### config.mk
export PLATFORM = sky130hd
export DESIGN_NAME = bcd_field_step
export DESIGN_NICKNAME = d
export VERILOG_FILES = /design/src/rtl/rtc_edit_ctrl_bcd_field_step.sv
export SDC_FILE = /design/constraint.sdc
export NUM_CORES = 1
export LEC_CHECK = 0
export BUFFER_PORTS_ARGS = -buffer_cell sky130_fd_sc_hd__buf_2
export CAP_MARGIN = 40
export CORE_MARGIN = 2
export CORE_UTILIZATION = 50
export DETAILED_ROUTE_END_ITERATION = 7
export PLACE_DENSITY_LB_ADDON = 0.15
export REMOVE_ABC_BUFFERS = 1
export SYNTH_ARGS = -nofsm -noshare
export SYNTH_HDL_FRONTEND = slang
export SYNTH_SLANG_ARGS = --single-unit
### constraint.sdc
create_clock -name vclk -period 3.27
set_input_delay 0.654 -clock vclk [all_inputs]
set_output_delay 0.654 -clock vclk [all_outputs]
set_load 0.01 [all_outputs]
### src/rtl/rtc_edit_ctrl_bcd_field_step.sv
// Combinational one-step BCD increment/decrement of a single date/time field,
// wrapping between min and max and clamping out-of-range values to min.
module bcd_field_step (
   input  logic [7:0] value,
   input  logic [7:0] min_val,
   input  logic [7:0] max_val,
   input  logic       up,
   output logic [7:0] next_val
);

   logic valid;

   // A value with a non-decimal nibble is treated as out of range as well.
   assign valid = (value[3:0] <= 4'd9) && (value[7:4] <= 4'd9) &&
                  (value >= min_val) && (value <= max_val);

   always_comb begin
      next_val = min_val;
      if (valid) begin
         if (up) begin
            if (value == max_val)
               next_val = min_val;
            else if (value[3:0] == 4'd9)
               next_val = {value[7:4] + 4'd1, 4'd0};
            else
               next_val = value + 8'd1;
         end else begin
            if (value == min_val)
               next_val = max_val;
            else if (value[3:0] == 4'd0)
               next_val = {value[7:4] - 4'd1, 4'd9};
            else
               next_val = value - 8'd1;
         end
      end
   end

endmodule

==> impl_metrics.toml <==
[global_routing]
grt_pass1_wl_mm = 4.75
grt_pass1_vias = 1136
grt_overflow = 0
grt_max_degree = 16
antenna_found_initial = 0
track_usage = 0.241

[placed_design]
dp.cells = 205
dp_hpwl_mm = 2.28
gp_congestion = 0.887
port_buffers = 33

[setup_path]
crit_path_end_kind = "primary output"
crit_path_cell_trace = "buf_2 -> ha_1 -> nor2b_1 -> o31ai_1 -> a31oi_1 -> o211ai_1 -> nor2_1 -> buf_4 -> o22a_1 -> buf_2"
cp-start-kind = "input port"
path_delay_family = "compound AO/OA/AOI/OAI gates"
path_max_fanout = 14
cp.depth = 10
worstSetupPathType = "in2out"
path_buf_inv = 3
worst_path_most_repeated_cell = "buf_2"
max_stage_delay_ns = 0.29
crit_required_ns = 2.62
worstPathArrival_ns = 2.48
crit_slowest_cell = "ha_1"

[clocking]
cts_resized = 0
postCtsSetupRepairBufs = 0
hold_buffers = 0

[timing]
slew_headroom = 0.811
slew_viol_final = 0
max_freq_ghz = 0.319
post-route-period-util = 0.958
finalSetupViolations = 0
hold_violations = 0
rsz0062_at_grt = "no"
period_needed_ns = 3.13
setup-tns-final_ns = 0
worst_pin_slew_ns = 0.284

[min_path]
hold_path.class = "in2out"
hold_depth = 3

[layout]
fin_nets = 226
layout-drive-gt1-share = 0.251
finalNonFillerCells = 206
final_common_cell = "buf_2"
antennaDiodeCount = 0
n_clock_buffer = 0
final_cell_mix = "buf_2 (33), ha_1 (20), inv_1 (19)"
fillers = 185
seq_area_um2 = 0
syn_to_final_growth_pct = 19.9
seq_cells = 0

[detailed_routing]
drt-total-wl_mm = 2.82
drc = 0
drt-wirelength-per-cell_um = 13.7
drtIter0Drc = 43
dr.pass1.iters = 4
vias = 1193
antenna_left = 0
vias_per_cell = 5.79

[floorplanning]
initial_core_util = 0.521
dieArea_um2 = 2400
num_rows = 16
fp.dieH_um = 49.0
die_w_um = 49.0
core_um2 = 1940
ioPinCount = 33

[pwr]
p_comb_frac = 1.000
intPower_mw = 0.0717
clockPowerShare = 0
vdd_ir_drop_max_uv = 74.1
p_switching_mw = 0.0893
swShare = 0.555
power_frac_seq = 0
power_density_nw_per_um2 = 133
p_leak_nw = 0.602

[synth]
synth_cell_types = 35
synth_area_leaders = "ha_1 (25%), inv_1 (7.1%), a21oi_1 (6.9%), o21ai_0 (5.4%), xnor2_1 (5.2%)"
yosysTopAreaCell = "ha_1"
ys_seq_area_frac = 0
synth_area_per_cell_um2 = 6.88
syn_area_um2 = 1010
synthCells = 147
yosys_warnings = 0
synth_top_cell_area_share = 0.248

[run_status]
status = "completed"

[job]
maxCapViolations = 0
==> cell families after synthesis <==
group	synth area share
AOI/OAI and AO/OA	0.359
and+or+nand+nor	0.183
buffers and inverters	0.113
adders and majority gates	0.248
xor gates and xnor gates	0.0780
muxes	0.0198
==> metal layers <==
layer | global-route usage | part of all wire | wire, um
met1 | 0.300 | 0.45 | 1260
met2 | 0.466 | 0.50 | 1400
met3 | 0.00307 | 0.049 | 137
met4 | 0.0381 | 0.0082 | 23
met5 | 0 | 0 | 0
==> synth_stat cells (all sizes together), types with 2 or more instances <==
cell / number
a211oi: 5
a21oi: 14
a31oi: 4
buf: 3
clkbuf: 4
ha: 20
inv: 19
mux2i: 2
nand2: 10
nand4: 5
nor2: 11
nor2b: 2
o211ai: 2
o21a: 2
o21ai: 12
o22a: 5
o22ai: 3
o31ai: 2
or2: 2
xnor2: 6
xor2: 3
==> final cells by class <==
class	instances	area, um^2	share of cell area
timing repair buffer	39	210	0.173
inverter	19	71.3	0.0588
tap	27	33.8	0.0279
multi-input combinational	121	897	0.740
==> worst min-delay path: stages <==
cell	delay, ns
buf_2	0.08
o22a_1	0.12
buf_2	0.12
==> per-stage QoR <==
step | utilization | hold WS [ns] | cell area [um^2] | worst slack, ns | power [mW]
floorplan | - | 1.44 | 968 | 0.452 | 0.0938
global placement | 0.620 | 1.64 | 1200 | 0.164 | 0.153
detailed placement | 0.620 | 1.63 | 1200 | 0.120 | 0.158
CTS | 0.620 | 1.64 | 1200 | 0.112 | 0.159
global route | 0.624 | 1.65 | 1210 | 0.0179 | 0.181
finish | 0.624 | 1.63 | 1210 | 0.136 | 0.161
==> power by group through the flow <==
| stage | combinational, mW | clock, mW | sequential, mW |
|---|---|---|---|
| CTS | 0.159 | 0 | 0 |
| finish | 0.161 | 0 | 0 |
| floorplan | 0.0938 | 0 | 0 |
| global placement | 0.153 | 0 | 0 |
| detailed placement | 0.158 | 0 | 0 |
| global route | 0.181 | 0 | 0 |
==> path summary, 6_finish.rpt <==
| path | start | endpoint | slack (ns) |
|---|---|---|---|
| hold / removal | min_val[1] | next_val[1] | 1.63 |
| setup / recovery | value[1] | next_val[4] | 0.14 |
(Power assumes the default switching activity.)
